--- src/rtl/seg7_pkg.sv ---
// Shared constants, types and the hex-to-segment lookup for the seven-segment scan driver.
package seg7_pkg;

  localparam logic [6:0] SEG_BLANK = 7'h7F;
  localparam logic [3:0] AN_OFF    = 4'hF;

  typedef logic [1:0] digit_idx_t;

  typedef enum logic {
    PH_BLANK = 1'b0,
    PH_DRIVE = 1'b1
  } slot_phase_t;

  // Active-low segment pattern {g,f,e,d,c,b,a} for a hex nibble.
  function automatic logic [6:0] hex_to_seg(input logic [3:0] nib);
    logic [6:0] seg;
    case (nib)
      4'h0:    seg = 7'h40;
      4'h1:    seg = 7'h79;
      4'h2:    seg = 7'h24;
      4'h3:    seg = 7'h30;
      4'h4:    seg = 7'h19;
      4'h5:    seg = 7'h12;
      4'h6:    seg = 7'h02;
      4'h7:    seg = 7'h78;
      4'h8:    seg = 7'h00;
      4'h9:    seg = 7'h10;
      4'hA:    seg = 7'h08;
      4'hB:    seg = 7'h03;
      4'hC:    seg = 7'h46;
      4'hD:    seg = 7'h21;
      4'hE:    seg = 7'h06;
      default: seg = 7'h0E;
    endcase
    return seg;
  endfunction

endpackage

--- src/rtl/seg7_hex_decode.sv ---
// Combinational nibble to active-low seven-segment pattern.
module seg7_hex_decode
  import seg7_pkg::*;
(
  input  logic [3:0] i_nib,
  output logic [6:0] o_seg_n
);

  assign o_seg_n = hex_to_seg(i_nib);

endmodule

--- src/rtl/seg7_scan_driver.sv ---
// Four-digit common-anode scan driver with per-slot blanking, double-buffered values
// and leading-zero suppression. All pin outputs are registered and active-low.
module seg7_scan_driver
  import seg7_pkg::*;
#(
  parameter int PRESCALE_W = 16,
  parameter int BLANK_CYC  = 64
) (
  input  logic        clk,
  input  logic        rst_n,
  input  logic        load,
  input  logic [15:0] digits_in,
  input  logic [3:0]  dp_in,
  input  logic        lz_en,
  output logic [3:0]  an_n,
  output logic [6:0]  seg_n,
  output logic        dp_n,
  output logic        frame_start
);

  localparam logic [PRESCALE_W-1:0] BLANK_LIM = BLANK_CYC[PRESCALE_W-1:0];

  logic [PRESCALE_W-1:0] r_cnt;
  digit_idx_t            r_idx;
  logic [15:0]           r_shadow_dig;
  logic [3:0]            r_shadow_dp;
  logic [15:0]           r_active_dig;
  logic [3:0]            r_active_dp;
  logic                  r_pending;
  logic [3:0]            r_an_n;
  logic [6:0]            r_seg_n;
  logic                  r_dp_n;
  logic                  r_frame_start;

  logic                  w_wrap;
  logic                  w_commit;
  slot_phase_t           w_phase;
  logic [3:0]            w_nib;
  logic [6:0]            w_seg_n;
  logic [3:0]            w_empty;
  logic [3:0]            w_lz_blank;
  logic                  w_digit_blank;

  assign w_wrap   = &r_cnt;
  assign w_commit = (r_idx == 2'd3) && w_wrap;
  assign w_phase  = (r_cnt < BLANK_LIM) ? PH_BLANK : PH_DRIVE;
  assign w_nib    = r_active_dig[{r_idx, 2'b00} +: 4];

  // A digit is "empty" when its nibble is zero and its dp is dark; blanking only
  // propagates downward through a contiguous run of empty digits from the top.
  always_comb begin
    w_empty = '0;
    for (int k = 0; k < 4; k++) begin
      w_empty[k] = (r_active_dig[4*k +: 4] == 4'h0) && !r_active_dp[k];
    end
  end

  assign w_lz_blank[3]  = lz_en & w_empty[3];
  assign w_lz_blank[2]  = w_lz_blank[3] & w_empty[2];
  assign w_lz_blank[1]  = w_lz_blank[2] & w_empty[1];
  assign w_lz_blank[0]  = 1'b0;
  assign w_digit_blank  = w_lz_blank[r_idx];

  seg7_hex_decode u_dec (
    .i_nib   (w_nib),
    .o_seg_n (w_seg_n)
  );

  always_ff @(posedge clk or negedge rst_n) begin
    if (!rst_n) begin
      r_cnt <= '0;
      r_idx <= '0;
    end else begin
      r_cnt <= r_cnt + 1'b1;
      if (w_wrap) r_idx <= r_idx + 2'd1;
    end
  end

  // Frame-boundary commit; a load landing on the commit cycle bypasses the shadow.
  always_ff @(posedge clk or negedge rst_n) begin
    if (!rst_n) begin
      r_shadow_dig <= '0;
      r_shadow_dp  <= '0;
      r_active_dig <= '0;
      r_active_dp  <= '0;
      r_pending    <= 1'b0;
    end else if (load && w_commit) begin
      r_shadow_dig <= digits_in;
      r_shadow_dp  <= dp_in;
      r_active_dig <= digits_in;
      r_active_dp  <= dp_in;
      r_pending    <= 1'b0;
    end else if (load) begin
      r_shadow_dig <= digits_in;
      r_shadow_dp  <= dp_in;
      r_pending    <= 1'b1;
    end else if (w_commit && r_pending) begin
      r_active_dig <= r_shadow_dig;
      r_active_dp  <= r_shadow_dp;
      r_pending    <= 1'b0;
    end
  end

  always_ff @(posedge clk or negedge rst_n) begin
    if (!rst_n) begin
      r_an_n        <= AN_OFF;
      r_seg_n       <= SEG_BLANK;
      r_dp_n        <= 1'b1;
      r_frame_start <= 1'b0;
    end else begin
      r_frame_start <= (r_idx == 2'd0) && (r_cnt == '0);
      if (w_phase == PH_BLANK) begin
        r_an_n  <= AN_OFF;
        r_seg_n <= SEG_BLANK;
        r_dp_n  <= 1'b1;
      end else begin
        r_an_n  <= ~(4'b0001 << r_idx);
        r_seg_n <= w_digit_blank ? SEG_BLANK : w_seg_n;
        r_dp_n  <= w_digit_blank ? 1'b1 : ~r_active_dp[r_idx];
      end
    end
  end

  assign an_n        = r_an_n;
  assign seg_n       = r_seg_n;
  assign dp_n        = r_dp_n;
  assign frame_start = r_frame_start;

endmodule
--- config.mk ---
export PLATFORM = sky130hd
export DESIGN_NAME = seg7_scan_driver
export DESIGN_NICKNAME = d
export VERILOG_FILES = /design/src/rtl/seg7_pkg.sv /design/src/rtl/seg7_hex_decode.sv /design/src/rtl/seg7_scan_driver.sv
export SDC_FILE = /design/constraint.sdc
export NUM_CORES = 1
export LEC_CHECK = 0
export CAP_MARGIN = 20
export CORE_ASPECT_RATIO = 0.6
export CORE_UTILIZATION = 60
export CTS_CLUSTER_SIZE = 40
export DETAILED_ROUTE_END_ITERATION = 10
export PLACE_DENSITY = 0.84
export SLEW_MARGIN = 10
export SYNTH_ARGS = -nofsm -noshare
export SYNTH_HDL_FRONTEND = slang
export SYNTH_HIERARCHICAL = 1
export SYNTH_SLANG_ARGS = --single-unit
export TNS_END_PERCENT = 20
--- constraint.sdc ---
create_clock -name clk -period 5.6 [get_ports clk]
set_input_delay 1.12 -clock clk [delete_from_list [all_inputs] [get_ports clk]]
set_output_delay 1.12 -clock clk [all_outputs]
set_load 0.02 [all_outputs]
==> impl_results.md <==
- Status: finished, final reports clean
- H-tree depth: 3
- Die W: 99.0 um
- Core Rows: 20
- Total congestion overflow: 0
- IO buf count: 36
- Syn Area/Cell: 12.9 sq um
- Worst path bufs/invs: 1
- Post-DRT Antenna Nets: 0
- Critical Path Start Type: flop
- Primary FF master, synth: dfrtp_1
- RSZ-0062 raised after global routing: false
- CP peak stage delay: 0.60 ns
- DP HPWL: 4430 um
- PostCTS Resize Cnt: 0
- Nets: 337
- Worst skew pair latency: 0.35 ns
- Setup TNS: 0 ns
- Placed Area: 3780 sq um
- Final setup vio count: 0
- Antenna Cells: 0
- DRT Pass-1 Iters: 4
- Cell area after layout: 4040 sq um
- Root Buffer: clkbuf_8
- Routed wire per std cell: 17.2 um
- Clk sinks: 72
- Initial Util: 0.645
- Hold Path Class: flop to flop
- Syn_nets: 300
- Fmax: 385 MHz
- Period minus WS final: 2.59 ns
- Commonest cells after routing, fill and taps aside: dfrtp_1, clkdlybuf4s50_1, mux2_2
- Num CTS Buffers: 9
- Gr usage total: 0.245
- Final worst slack: 3.01 ns
- Period utilisation layout: 0.463
- Full die area: 5960 sq um
- Largest net degree at the start of global routing: 73
- CP Cell Sequence: clkdlybuf4s50_1
- Worst EP arrival: 1.47 ns
- Most common cell after layout, fill and taps aside: dfrtp_1
- CP max stage cell: clkdlybuf4s50_1
- Initial DRC Count: 191
- Mapped Cells: 263
- Worst EP required: 4.48 ns
- Setup slack at placement: 2.70 ns
- Via-to-Cell Ratio: 5.91
- IO Pins: 37
- Worst-case clock buffer depth: 2
- P per Cell Area: 283 nW/um^2
- Slew HR: 0.424
- Asr flop ratio synth: 1.00
- P&R area growth vs syn: 19.2%
- Mapped Area: 3390 sq um
- Pleak: 1.76 nW
- Clock Skew: 0.00880 ns
- Vias in the first global route: 2144
- CP Max Fanout: 1
- Slew Limit Fails: 0
- Seq/Total Area, Yosys: 0.536
- CP endpoint kind: primary output
- TritonCTS clock tree: yes
- Dpl cells: 355
- Worst hold slack: 0.494 ns
- Hold_buf cts: 0
- Routed wire length: 6380 um
- Post-CTS Setup Repair Bufs: 0
- Layout cells sized above 1: 0.233
- Core footprint: 5260 sq um
- EDFF count, synth: 0
- Crit Path Class: flop to primary output
- Worst Max-Slew Pin Slew: 0.864 ns
- Gpl congestion: 0.801
- Critical path's top delay family: buffers and inverters
- Count of state elements after synthesis: 72
- Antenna violations before repair: 0
- CTS clk-pin slew, worst paths: 0.08 ns
- Die Y: 60.2 um
- Non-filler cells, final: 371
- First-pass GRT wire length: 10700 um
- DRC viols: 0
- Yosys warns: 6
- Max cap viols: 0
- Final Hold Fails: 0
- Peak VDD IR: 0.000176 V
- Yosys cell types: 42
- DR vias: 2192
## where the power goes
group | internal [mW] | switching (mW)
clock network | 0.340 | 0.191
logic | 0.0357 | 0.0318
registers | 0.538 | 0.00835
## cells by family after synthesis
logic type,count (synthesis),synth area share
AO/OA/AOI/OAI,37,0.0842
XOR/XNOR,15,0.0388
adder cells (fa/ha/maj),13,0.0480
buffers and inverters,20,0.0273
flip-flops,72,0.536
multiplexers,42,0.160
AND/OR/NAND/NOR,64,0.105
## sequential cells by signal (all words and copies together), names as in the netlist
name and flops:
an_n 4, dp_n 1, frame_start 1, r_active_dig 16, r_active_dp 4, r_cnt 16, r_idx 2, r_pending 1
r_shadow_dig 16, r_shadow_dp 4, seg_n 7
## synth_stat cells, types with 2 or more instances
master      n  area share
o21ai_0    10       0.015
and3_1      4      0.0074
o2bb2ai_1   9       0.023
ha_1       13       0.048
and4_1      3      0.0078
mux2i_1     4       0.012
nand4_1     2      0.0037
dfrtp_1    60        0.44
a22oi_1     9       0.020
dfstp_2    12       0.093
nor2_1     21       0.023
buf_2       2      0.0030
buf_1       2      0.0022
mux4_2      5       0.033
inv_1       8      0.0089
mux2_2     31        0.10
nand3_1     7       0.010
a22o_1      2      0.0052
nor4_1      5      0.0092
nand2_1    13       0.014
xor2_1      5       0.013
xnor2_1    10       0.026
buf_6       2      0.0066
clkbuf_1    6      0.0066
## final cells by class
type	count	area (sq um)
clock buffer	10	128
fill	338	1220
tap	66	82.6
clock inverter	6	133
timing repair buffer	38	370
inverter	8	30.0
sequential	72	1820
multi-input combinational	171	1480
## stage by stage
stage,utilization,total power [mW]
2_1_floorplan,-,0.587
3_3_place_gp,0.719,0.621
3_5_place_dp,0.719,0.624
4_1_cts,0.768,1.15
5_1_grt,0.768,1.19
6_report,0.768,1.14
## worst reg2reg max path, cell delays in order, from the launching register on
cell     delay [ns]
dfrtp_1        0.58
mux4_2         0.64
inv_1          0.19
ha_1           0.24
and2b_2        0.24
or3b_1         0.37
o21ai_0        0.08
nor2_1         0.06
o21ai_0        0.09
## path summary, 6_finish.rpt
check | start | endpoint | slack (ns) | cells after the start
setup / recovery | seg_n[0] | seg_n[0] | 3.01 | 1
hold / removal | r_cnt[14] | r_cnt[14] | 0.49 | 1
setup reg to reg | r_idx[0] | seg_n[0] | 3.04 | 8
hold reg to reg | r_cnt[14] | r_cnt[14] | 0.49 | 1
max in group asynchronous | rst_n | r_active_dig[12] | 4.07 | 2
min in group asynchronous | rst_n | r_cnt[6] | 0.96 | 2
## layer usage
layer / global-route usage / routed length [um]
met1: 0.371 / 3320
met2: 0.339 / 2620
met3: 0.0702 / 373
met4: 0.0789 / 64
met5: 0 / 0
Power figures use the tool's default switching activity.
